===== config.mk =====
export PLATFORM = sky130hd
export DESIGN_NAME = regbank_write_arbiter
export DESIGN_NICKNAME = d
export VERILOG_FILES = /design/src/rtl/regbank_pkg.sv /design/src/rtl/regbank_arb_pick.sv /design/src/rtl/regbank_write_arbiter.sv
export SDC_FILE = /design/constraint.sdc
export NUM_CORES = 1
export LEC_CHECK = 0
export ABC_AREA = 1
export CAP_MARGIN = 10
export CORE_UTILIZATION = 41
export CTS_BUF_LIST = sky130_fd_sc_hd__clkbuf_4
export DETAILED_ROUTE_END_ITERATION = 8
export PLACE_DENSITY_LB_ADDON = 0.25
export SLEW_MARGIN = 20
export SYNTH_ARGS = -nofsm -noshare
export SYNTH_HDL_FRONTEND = slang
export SYNTH_SLANG_ARGS = --single-unit

===== constraint.sdc =====
create_clock -name clk -period 1.8 [get_ports clk]
set_input_delay 0.27 -clock clk [delete_from_list [all_inputs] [get_ports clk]]
set_output_delay 0.27 -clock clk [all_outputs]
set_load 0.02 [all_outputs]

===== src/rtl/regbank_pkg.sv =====
// Shared constants and FSM state type for the register bank write arbiter.
// Latency: n/a (types and constants only).
// Backpressure: n/a.
package regbank_pkg;

    localparam int NUM_REGS = 16;
    localparam int DATA_W   = 32;
    localparam int ADDR_W   = $clog2(NUM_REGS);

    // INIT clears the bank one register per cycle; RUN arbitrates requester writes.
    typedef enum logic {
        INIT = 1'b0,
        RUN  = 1'b1
    } state_t;

endpackage


===== src/rtl/regbank_arb_pick.sv =====
// Winner picker: first eligible requester found searching upward from ptr+1 (wrapping).
// Latency: combinational, zero cycles.
// Backpressure: none; an all-zero eligible vector yields an all-zero winner.
//
// Ports:
//   eligible  requests allowed to compete this cycle
//   ptr       index of the last winner; the search begins just above it
//   winner    one-hot winner, zero when nothing is eligible
module regbank_arb_pick #(
    parameter  int NUM_REQ = 3,
    localparam int PTR_W   = $clog2(NUM_REQ)
) (
    input  logic [NUM_REQ-1:0] eligible,
    input  logic [PTR_W-1:0]   ptr,
    output logic [NUM_REQ-1:0] winner
);

    int   idx;
    logic found;

    always_comb begin
        winner = '0;
        found  = 1'b0;
        idx    = 0;
        for (int k = 1; k <= NUM_REQ; k++) begin
            idx = int'(ptr) + k;
            if (idx >= NUM_REQ) begin
                idx = idx - NUM_REQ;
            end
            if (!found && eligible[idx]) begin
                winner[idx] = 1'b1;
                found       = 1'b1;
            end
        end
    end

endmodule


===== src/rtl/regbank_write_arbiter.sv =====
// Register bank write arbiter: clears every register after reset, then grants one requester write per cycle.
// Latency: one cycle from sampled req to registered gnt/enable/load_data.
// Backpressure: losers keep req high and retry; last cycle's winner sits out one edge so others get a turn.
//
// Optional feature: macro REGBANK_ARB_ROUND_ROBIN_EN selects rotating priority;
// left undefined, the lowest-index eligible requester always wins.
//
// Ports:
//   clk, reset   single clock, synchronous active-high reset
//   req          per-requester write request
//   req_addr     packed register index per requester
//   req_data     packed write data per requester
//   gnt          one-hot grant pulse (registered)
//   enable       one-hot register load enable to the bank (registered)
//   load_data    write data to the bank (registered, holds when idle)
//   init_done    high once the clear sequence has finished
module regbank_write_arbiter #(
    parameter  int NUM_REQ  = 3,
    parameter  int DATA_W   = regbank_pkg::DATA_W,
    parameter  int NUM_REGS = regbank_pkg::NUM_REGS,
    localparam int ADDR_W   = $clog2(NUM_REGS)
) (
    input  logic                      clk,
    input  logic                      reset,
    input  logic [NUM_REQ-1:0]        req,
    input  logic [NUM_REQ*ADDR_W-1:0] req_addr,
    input  logic [NUM_REQ*DATA_W-1:0] req_data,
    output logic [NUM_REQ-1:0]        gnt,
    output logic [NUM_REGS-1:0]       enable,
    output logic [DATA_W-1:0]         load_data,
    output logic                      init_done
);

    import regbank_pkg::*;

    localparam int PTR_W = $clog2(NUM_REQ);

    state_t              state_q,     state_d;
    logic [ADDR_W-1:0]   cnt_q,       cnt_d;
    logic [NUM_REQ-1:0]  gnt_q,       gnt_d;
    logic [NUM_REGS-1:0] enable_q,    enable_d;
    logic [DATA_W-1:0]   load_data_q, load_data_d;
    logic                init_done_q, init_done_d;

    logic [NUM_REQ-1:0]  eligible;
    logic [NUM_REQ-1:0]  win_oh;
    logic [ADDR_W-1:0]   win_addr;
    logic [DATA_W-1:0]   win_data;
    logic [PTR_W-1:0]    arb_ptr;

`ifdef REGBANK_ARB_ROUND_ROBIN_EN
    logic [PTR_W-1:0]    ptr_q, ptr_d;
    logic [PTR_W-1:0]    win_idx;
    assign arb_ptr = ptr_q;
`else
    // Pointer parked on the top index makes the search start at requester 0,
    // which is plain lowest-index-wins priority.
    assign arb_ptr = PTR_W'(NUM_REQ - 1);
`endif

    // Last edge's winner is masked so a requester holding req high cannot
    // win back-to-back.
    assign eligible = req & ~gnt_q;

    regbank_arb_pick #(
        .NUM_REQ (NUM_REQ)
    ) u_pick (
        .eligible (eligible),
        .ptr      (arb_ptr),
        .winner   (win_oh)
    );

    // One-hot winner to its address/data slices.
    always_comb begin
        win_addr = '0;
        win_data = '0;
`ifdef REGBANK_ARB_ROUND_ROBIN_EN
        win_idx  = '0;
`endif
        for (int i = 0; i < NUM_REQ; i++) begin
            if (win_oh[i]) begin
                win_addr = req_addr[i*ADDR_W +: ADDR_W];
                win_data = req_data[i*DATA_W +: DATA_W];
`ifdef REGBANK_ARB_ROUND_ROBIN_EN
                win_idx  = PTR_W'(i);
`endif
            end
        end
    end

    always_comb begin
        state_d     = state_q;
        cnt_d       = cnt_q;
        gnt_d       = '0;
        enable_d    = '0;
        load_data_d = load_data_q;
        init_done_d = init_done_q;
`ifdef REGBANK_ARB_ROUND_ROBIN_EN
        ptr_d       = ptr_q;
`endif
        case (state_q)
            INIT: begin
                // Requests are ignored entirely while the bank is cleared.
                enable_d    = NUM_REGS'(1) << cnt_q;
                load_data_d = '0;
                if (cnt_q == ADDR_W'(NUM_REGS - 1)) begin
                    state_d = RUN;
                end else begin
                    cnt_d = cnt_q + ADDR_W'(1);
                end
            end
            RUN: begin
                init_done_d = 1'b1;
                if (|eligible) begin
                    gnt_d       = win_oh;
                    enable_d    = NUM_REGS'(1) << win_addr;
                    load_data_d = win_data;
`ifdef REGBANK_ARB_ROUND_ROBIN_EN
                    ptr_d       = win_idx;
`endif
                end
            end
            default: begin
                state_d = INIT;
            end
        endcase
    end

    always_ff @(posedge clk) begin
        if (reset) begin
            state_q     <= INIT;
            cnt_q       <= '0;
            gnt_q       <= '0;
            enable_q    <= '0;
            load_data_q <= '0;
            init_done_q <= 1'b0;
`ifdef REGBANK_ARB_ROUND_ROBIN_EN
            ptr_q       <= PTR_W'(NUM_REQ - 1);
`endif
        end else begin
            state_q     <= state_d;
            cnt_q       <= cnt_d;
            gnt_q       <= gnt_d;
            enable_q    <= enable_d;
            load_data_q <= load_data_d;
            init_done_q <= init_done_d;
`ifdef REGBANK_ARB_ROUND_ROBIN_EN
            ptr_q       <= ptr_d;
`endif
        end
    end

    assign gnt       = gnt_q;
    assign enable    = enable_q;
    assign load_data = load_data_q;
    assign init_done = init_done_q;

endmodule


==> results.cfg, run 1 <==
[floorplan]
die_w_um = 89.0
ioPinCount = 165
die_h_um = 89.0
die-area_mm2 = 0.00792
num_rows = 31
start_util_pct = 42.6
core_mm2 = 0.00729

[cells_and_area]
layout_commonest_cell = clkdlybuf4s50_1
stdcell_area_mm2 = 0.00506
antenna_cells = 0
drive_above_1_share_pct = 10.0
final_cell_mix = clkdlybuf4s50_1 (163), nand2_1 (145), dfxtp_1 (57)
nets = 744
syn2layout_area_growth_pct = 62.9
regArea_mm2 = 0.00114
num-fill-cells = 642
multi_input_area_mm2 = 0.00168

[timing]
finalMaxSlewViolations = 0
tightest_slew_ps = 455
fin_crit_sh_pct = 95.2
period_needed_ps = 1710
setup_viol_count_final = 0
slew_headroom_pct = 69.6
clock_skew_ps = 11.5
rsz0062_at_grt = no
fin_ws_ps = 86.5
hold_violations = 0
tns_ps = 0
fmax_mhz = 584

[setup_path]
critPathTopFamily = buffers and inverters
critical_path_class = flip-flop to output pin
end_kind = output pin
worst-r2r-cell-count = 9
cp_max_fo = 3
slowest_stage = clkdlybuf4s50_1
path_cells = clkdlybuf4s50_1
path_buf_inv = 1
slowest_delay_ps = 640
critPathLaunchType = flip-flop
critPathRequiredTime_ps = 1530
path_depth = 1
cp.arrival_ps = 1440

[place]
port_buffers = 164
gp_congestion = 0.900
placed_area_mm2 = 0.00492
dp_hpwl_mm = 7.68
post-place-ws_ps = -93.1

[logic_synthesis]
yosys.cell_types.count = 24
synthesis.area_mm2 = 0.00310
synth_top_area_share_pct = 36.8
syn_nets = 576
synth_top_area_cell = dfxtp_1
async_reset_ff_share_pct = 0
yosysSeqAreaShare_pct = 36.8
synth.avg_cell_area_um2 = 6.79
synth_cells = 457
synthFlopType = dfxtp_1
ys_ff_latch = 57
synth_edf_count = 0
ys.warnings.count = 0
synthTopCellsByArea = dfxtp_1 (37%), nand2_1 (18%), nand3_1 (9.0%)

[power]
p_int_w = 0.00203
power_frac_clock_pct = 32.6
switchingPower_w = 0.000730
power_density_mw_per_mm2 = 546
peakVddDrop_mv = 0.320
p_seq_share_pct = 46.5
swShare_pct = 26.5
leakagePower_nw = 2.00
p_comb_share_pct = 20.9

[clocking]
tritoncts = yes
cts_resized = 0
ctsHoldBuffers = 0
htreeDepth = 3
post_cts_buffers = 0
root_buffer = clkbuf_4
cts-buffers-inserted = 9
worstSkewPairLatency_ps = 390
path_clk_slew_ps = 100
cts_num_sinks = 57
clk_path_buf_depth = 2

[route]
viasPerCell = 4.95
vias = 3607
drtPass1Iterations = 6
drc = 0
drtIter0Drc = 124
routed_wl_mm = 9.66
wl_per_cell_um = 13.2
detail-route-antenna-nets = 0

[hold_path]
hp-class = input port to flip-flop
whs_path_depth = 2

[global_route]
grt_usage_pct = 24.4
grt_overflow_total = 0
grt_pass1_wl_mm = 14.7
grt_pass1_vias = 3279
antenna_found_initial = 0
grt_max_degree = 45

[outcome]
outcome = complete, no violations

[flow_run]
drv_cap = 0
## power groups by stage
stage	clock [W]	combinational [W]	sequential, W
after floorplan	0	0.000245	0.00132
after global placement	0	0.000561	0.00131
after detailed placement	0	0.000574	0.00131
after CTS	0.000923	0.000575	0.00128
after global routing	0.000991	0.000628	0.00129
final	0.000899	0.000576	0.00128
## routing by layer
layer	routed length [um]	vias to the layer above	track usage [%]
met5	0	-	0
met4	272	0	10.5
met3	692	24	7.20
met2	4980	131	45.0
met1	3710	1626	25.9
li1	-	1826	-
## worst paths after layout
check | from | to | slack (ps)
min reg2reg | load_data[25]$_SDFFE_PP0P_ | load_data[25]$_SDFFE_PP0P_ | 470
max | gnt[1]$_SDFF_PP0_ | gnt[1] | 90
min | reset | state_q$_SDFF_PP0_ | 310
max reg2reg | gnt[0]$_SDFF_PP0_ | enable[0]$_SDFF_PP0_ | 320
## cell usage after synthesis, types with 2 or more instances
cell	count
a21oi_1	46
buf_2	10
buf_6	5
clkbuf_1	11
dfxtp_1	57
ha_1	6
inv_1	29
inv_2	5
nand2_1	145
nand2_2	5
nand2_4	4
nand3_1	56
nand3_2	2
nand4_1	3
nor2_1	33
nor2_2	3
nor2_4	6
o211ai_1	23
o21ai_0	3
## sequential cells by signal (all words and copies together), names as in the netlist
register   flops
gnt            3
state_q        1
enable        16
init_done      1
load_data     32
cnt_q          4
## cell families (layout without fill, tap and decap cells)
logic type / Yosys count / after routing / synth area share (%)
simple gates: 259 / 259 / 37.8
flops: 57 / 57 / 36.8
compound gates: 73 / 73 / 13.9
buf+inv: 62 / 235 / 9.19
fa+ha+maj: 6 / 6 / 2.42
## area by class of cell
type | instances | area share (%)
clock buffers | 10 | 1.48
repair buffers | 183 | 36.4
flip-flops and latches | 57 | 22.6
well taps | 99 | 2.45
multi-input cells | 338 | 33.2
clock inverters | 6 | 1.16
inverters | 36 | 2.72
## metrics by stage
step                utilization, %  hold slack (ps)  total power (W)  cells
global placement              67.5              452          0.00187    713
CTS                           69.3              295          0.00278    729
floorplan                        -              472          0.00156    457
finish                        69.3              310          0.00276    729
global route                  69.3              330          0.00291    729
detailed placement            67.5              456          0.00189    713
No activity file was read; power rests on OpenSTA's default activity.
==> run 2: changes to the inputs <==
--- a/config.mk
+++ b/config.mk
@@ -7,9 +7,12 @@
 export LEC_CHECK = 0
 export ABC_AREA = 1
 export CAP_MARGIN = 10
-export CORE_UTILIZATION = 41
+export CELL_PAD_IN_SITES_DETAIL_PLACEMENT = 1
+export CELL_PAD_IN_SITES_GLOBAL_PLACEMENT = 2
+export CORE_UTILIZATION = 20
 export CTS_BUF_LIST = sky130_fd_sc_hd__clkbuf_4
 export DETAILED_ROUTE_END_ITERATION = 8
+export GPL_TIMING_DRIVEN = 0
 export PLACE_DENSITY_LB_ADDON = 0.25
 export SLEW_MARGIN = 20
 export SYNTH_ARGS = -nofsm -noshare
==> results.cfg, run 2 (same netlist as run 1, synthesis figures left out) <==
[outcome]
outcome = complete, no violations

[timing]
setup_viol_count_final = 0
period_needed_ps = 1720
clock_skew_ps = 20.3
hold_violations = 0
rsz0062_at_grt = no
fin_crit_sh_pct = 95.5
tightest_slew_ps = 587
hold_slack_ps = 259
slew_headroom_pct = 60.7
finalMaxSlewViolations = 0
fmax_mhz = 582

[power]
peakVddDrop_mv = 0.275
switchingPower_w = 0.000789
p_int_w = 0.00202
leakagePower_nw = 2.02
p_seq_share_pct = 45.6
p_comb_share_pct = 20.8
power_density_mw_per_mm2 = 550
power_w = 0.00281
power_frac_clock_pct = 33.6
swShare_pct = 28.1

[setup_path]
critPathTopFamily = buffers and inverters
slowest_delay_ps = 640
path_cells = clkdlybuf4s50_1
critPathLaunchType = flip-flop
critPathRequiredTime_ps = 1530
path_buf_inv = 1
cp_max_fo = 3
critical_path_class = flip-flop to output pin
cp.arrival_ps = 1450
end_kind = output pin
slowest_stage = clkdlybuf4s50_1

[cells_and_area]
drive_above_1_share_pct = 9.28
final_cell_mix = clkdlybuf4s50_1 (161), nand2_1 (145), dfxtp_1 (57)
nets = 750
num-fill-cells = 1921
layout_commonest_cell = clkdlybuf4s50_1
utilization_pct = 33.6
multi_input_area_mm2 = 0.00168
largest_register_ffs = 32
syn2layout_area_growth_pct = 64.7
regArea_mm2 = 0.00114

[clocking]
tritoncts = yes
root_buffer = clkbuf_4
path_clk_slew_ps = 90
worstSkewPairLatency_ps = 430
cts-buffers-inserted = 9
clk_path_buf_depth = 2
post_cts_buffers = 0
htreeDepth = 3
cts_num_sinks = 57

[route]
drtPass1Iterations = 4
viasPerCell = 4.39
vias = 3619
routed_wl_mm = 12.2
drc = 0
drtIter0Drc = 95
detail-route-antenna-nets = 0
wl_per_cell_um = 14.7

[floorplan]
ioPinCount = 165
die_h_um = 127
die-area_mm2 = 0.0160
start_util_pct = 20.4
core_mm2 = 0.0152
num_rows = 45
die_w_um = 127

[place]
dp_hpwl_mm = 9.91
gp_congestion = 0.782
port_buffers = 163

[global_route]
antenna_found_initial = 1
grt_pass1_vias = 3790
grt_pass1_wl_mm = 19.4
grt_usage_pct = 15.8
grt_max_degree = 11
grt_overflow_total = 0

[hold_path]
hp-class = input port to flip-flop

[flow_run]
drv_cap = 0
[run 2: cell type report]
type	count	area share, %
diodes	1	0.0489
plain buffers	26	2.91
clock buffers	10	1.47
clock inverters	6	1.15
inverters	36	2.69
multi-input cells	338	32.8
flip-flops and latches	57	22.3
well taps	188	4.60
repair buffers	163	32.0
[run 2: per-stage QoR]
stage / cell area [um2] / worst slack (ps) / TNS [ps] / cells
2_1_floorplan: 3100 / 364 / 0 / 457
3_3_place_gp: 4970 / -228 / -7430 / 808
3_5_place_dp: 4970 / -310 / -9180 / 808
4_1_cts: 5100 / 0.476 / 0 / 824
5_1_grt: 5110 / 16.9 / 0 / 825
6_report: 5110 / 81.6 / 0 / 825
[run 2: final timing paths]
path | cells after the start | slack (ps) | end | from
max reg2reg | 9 | 180 | enable[8]$_SDFF_PP0_ | gnt[0]$_SDFF_PP0_
max | 1 | 80 | gnt[2] | gnt[2]$_SDFF_PP0_
min | 2 | 260 | gnt[0]$_SDFF_PP0_ | reset
min reg2reg | 2 | 470 | load_data[22]$_SDFFE_PP0P_ | load_data[22]$_SDFFE_PP0P_
[run 2: repair_timing]
action,4_1_cts,5_1_grt
gates resized for setup,0,4
endpoints found under the setup margin,0,5
hold buffers,0,0
[run 2: routing by layer]
metal | vias up | share of wire (%) | GRT usage, %
li1 | 1843 | - | -
met1 | 1656 | 42 | 17.6
met2 | 106 | 47 | 26.9
met3 | 14 | 9.0 | 7.21
met4 | 0 | 1.6 | 4.75
met5 | - | 0 | 0
[run 2: power groups by stage]
stage	Clock [W]	Combinational (W)	Sequential, W
final	0.000945	0.000586	0.00128
after global placement	0	0.000586	0.00131
after floorplan	0	0.000245	0.00132
after global routing	0.00105	0.000651	0.00128
after CTS	0.000983	0.000598	0.00128
after detailed placement	0	0.000596	0.00131
==> run 3: changes to the inputs <==
--- a/config.mk
+++ b/config.mk
@@ -9,8 +9,8 @@
 export CAP_MARGIN = 10
 export CELL_PAD_IN_SITES_DETAIL_PLACEMENT = 1
 export CELL_PAD_IN_SITES_GLOBAL_PLACEMENT = 2
+export CORE_ASPECT_RATIO = 1.1
 export CORE_UTILIZATION = 20
-export CTS_BUF_LIST = sky130_fd_sc_hd__clkbuf_4
 export DETAILED_ROUTE_END_ITERATION = 8
 export GPL_TIMING_DRIVEN = 0
 export PLACE_DENSITY_LB_ADDON = 0.25
==> results.cfg, run 3 (same netlist as run 1, synthesis figures left out) <==
[setup_path]
end_kind = flip-flop
path_buf_inv = 2
slowest_delay_ps = 540
critPathLaunchType = input port
critPathTopFamily = simple AND/OR/NAND/NOR gates
path_cells = clkdlybuf4s50_1, nand2_4, buf_6, nand3_1, nand2_1, nor2_1, nand2_1, nor2_1, nor2_1, nor2_1
critPathMostFrequentCell = nor2_1
critPathRequiredTime_ps = 2060
critical_path_class = input port to flip-flop
cp_max_fo = 10
slowest_stage = clkdlybuf4s50_1
cp.arrival_ps = 1930

[place]
port_buffers = 163
dp_hpwl_mm = 9.99
post-place-ws_ps = -286
gp_congestion = 0.754

[timing]
period_needed_ps = 1670
finalMaxSlewViolations = 0
fin_ws_ps = 128
fin_crit_sh_pct = 92.9
rsz0062_at_grt = no
hold_violations = 0
tightest_slew_ps = 565
setup_viol_count_final = 0
tns_ps = 0
slew_headroom_pct = 62.2
fmax_mhz = 598
clock_skew_ps = 7.16

[floorplan]
start_util_pct = 20.5
ioPinCount = 165
die_h_um = 133
core_mm2 = 0.0151
num_rows = 47
die_w_um = 121
die-area_mm2 = 0.0160

[clocking]
ctsHoldBuffers = 0
post_cts_buffers = 0
clk_path_buf_depth = 2
tritoncts = yes
cts-buffers-inserted = 9
cts_resized = 0
worstSkewPairLatency_ps = 330
cts_num_sinks = 57
htreeDepth = 3
root_buffer = clkbuf_16
path_clk_slew_ps = 50

[route]
wl_per_cell_um = 14.7
viasPerCell = 4.35
drtPass1Iterations = 3
drc = 0
vias = 3617
drtIter0Drc = 106
detail-route-antenna-nets = 0
routed_wl_mm = 12.2

[global_route]
grt_usage_pct = 16.2
antenna_found_initial = 0
grt_pass1_vias = 3867
grt_pass1_wl_mm = 19.8
grt_max_degree = 11
grt_overflow_total = 0

[power]
swShare_pct = 22.5
p_int_w = 0.00306
switchingPower_w = 0.000891
power_density_mw_per_mm2 = 739
peakVddDrop_mv = 0.433
p_comb_share_pct = 14.9
p_seq_share_pct = 32.5
power_frac_clock_pct = 52.7
leakagePower_nw = 2.09

[cells_and_area]
largest_register_ffs = 32
num-fill-cells = 1871
layout_commonest_cell = clkdlybuf4s50_1
antenna_cells = 0
final_cell_mix = clkdlybuf4s50_1 (163), nand2_1 (145), dfxtp_1 (57)
nets = 750
drive_above_1_share_pct = 9.75
regArea_mm2 = 0.00114
multi_input_area_mm2 = 0.00168
syn2layout_area_growth_pct = 72.5

[hold_path]
hp-class = input port to flip-flop

[flow_run]
drv_cap = 0

[outcome]
outcome = complete, no violations
[run 3: final cells by class]
| cell class | count | area share (%) |
|---|---|---|
| multi-input cells | 338 | 31.4 |
| repair buffers | 163 | 30.5 |
| flip-flops and latches | 57 | 21.3 |
| clock buffers | 12 | 4.98 |
| well taps | 196 | 4.58 |
| plain buffers | 26 | 2.83 |
| inverters | 36 | 2.57 |
| clock inverters | 4 | 1.82 |
[run 3: final timing paths]
check	cells after the start	startpoint	slack, ps	to
max	10	req[0]	130	enable[3]$_SDFF_PP0_
min	2	reset	390	gnt[0]$_SDFF_PP0_
max reg2reg	10	gnt[0]$_SDFF_PP0_	230	enable[3]$_SDFF_PP0_
min reg2reg	2	load_data[20]$_SDFFE_PP0P_	460	load_data[20]$_SDFFE_PP0P_
[run 3: power groups by stage]
stage / registers, W / clock network, W / logic, W
floorplan: 0.00132 / 0 / 0.000245
global placement: 0.00131 / 0 / 0.000587
detailed placement: 0.00131 / 0 / 0.000596
CTS: 0.00128 / 0.00213 / 0.000598
global route: 0.00128 / 0.00220 / 0.000653
finish: 0.00128 / 0.00208 / 0.000588
[run 3: worst reg2reg max path, delay by kind of cell, from the launching register on]
kind,cells,cell delay (ps)
simple gates,8,940
flops,1,320
buf+inv,2,250
[run 3: stage by stage]
step	power [W]	util [%]	std cells	hold slack, ps	instance area (um2)
finish	0.00395	35.4	832	389	5350
global route	0.00413	35.4	832	420	5350
CTS	0.00401	35.4	832	387	5350
detailed placement	0.00191	33.0	816	459	4980
global placement	0.00190	33.0	816	450	4980
floorplan	0.00156	-	457	472	3100
[run 3: metal layers]
metal,up-vias,part of all wire (%),global-route usage (%)
met4,0,1.3,5.21
li1,1836,-,-
met1,1672,41,18.3
met2,97,51,28.9
met5,-,0,0
met3,12,7.0,4.83
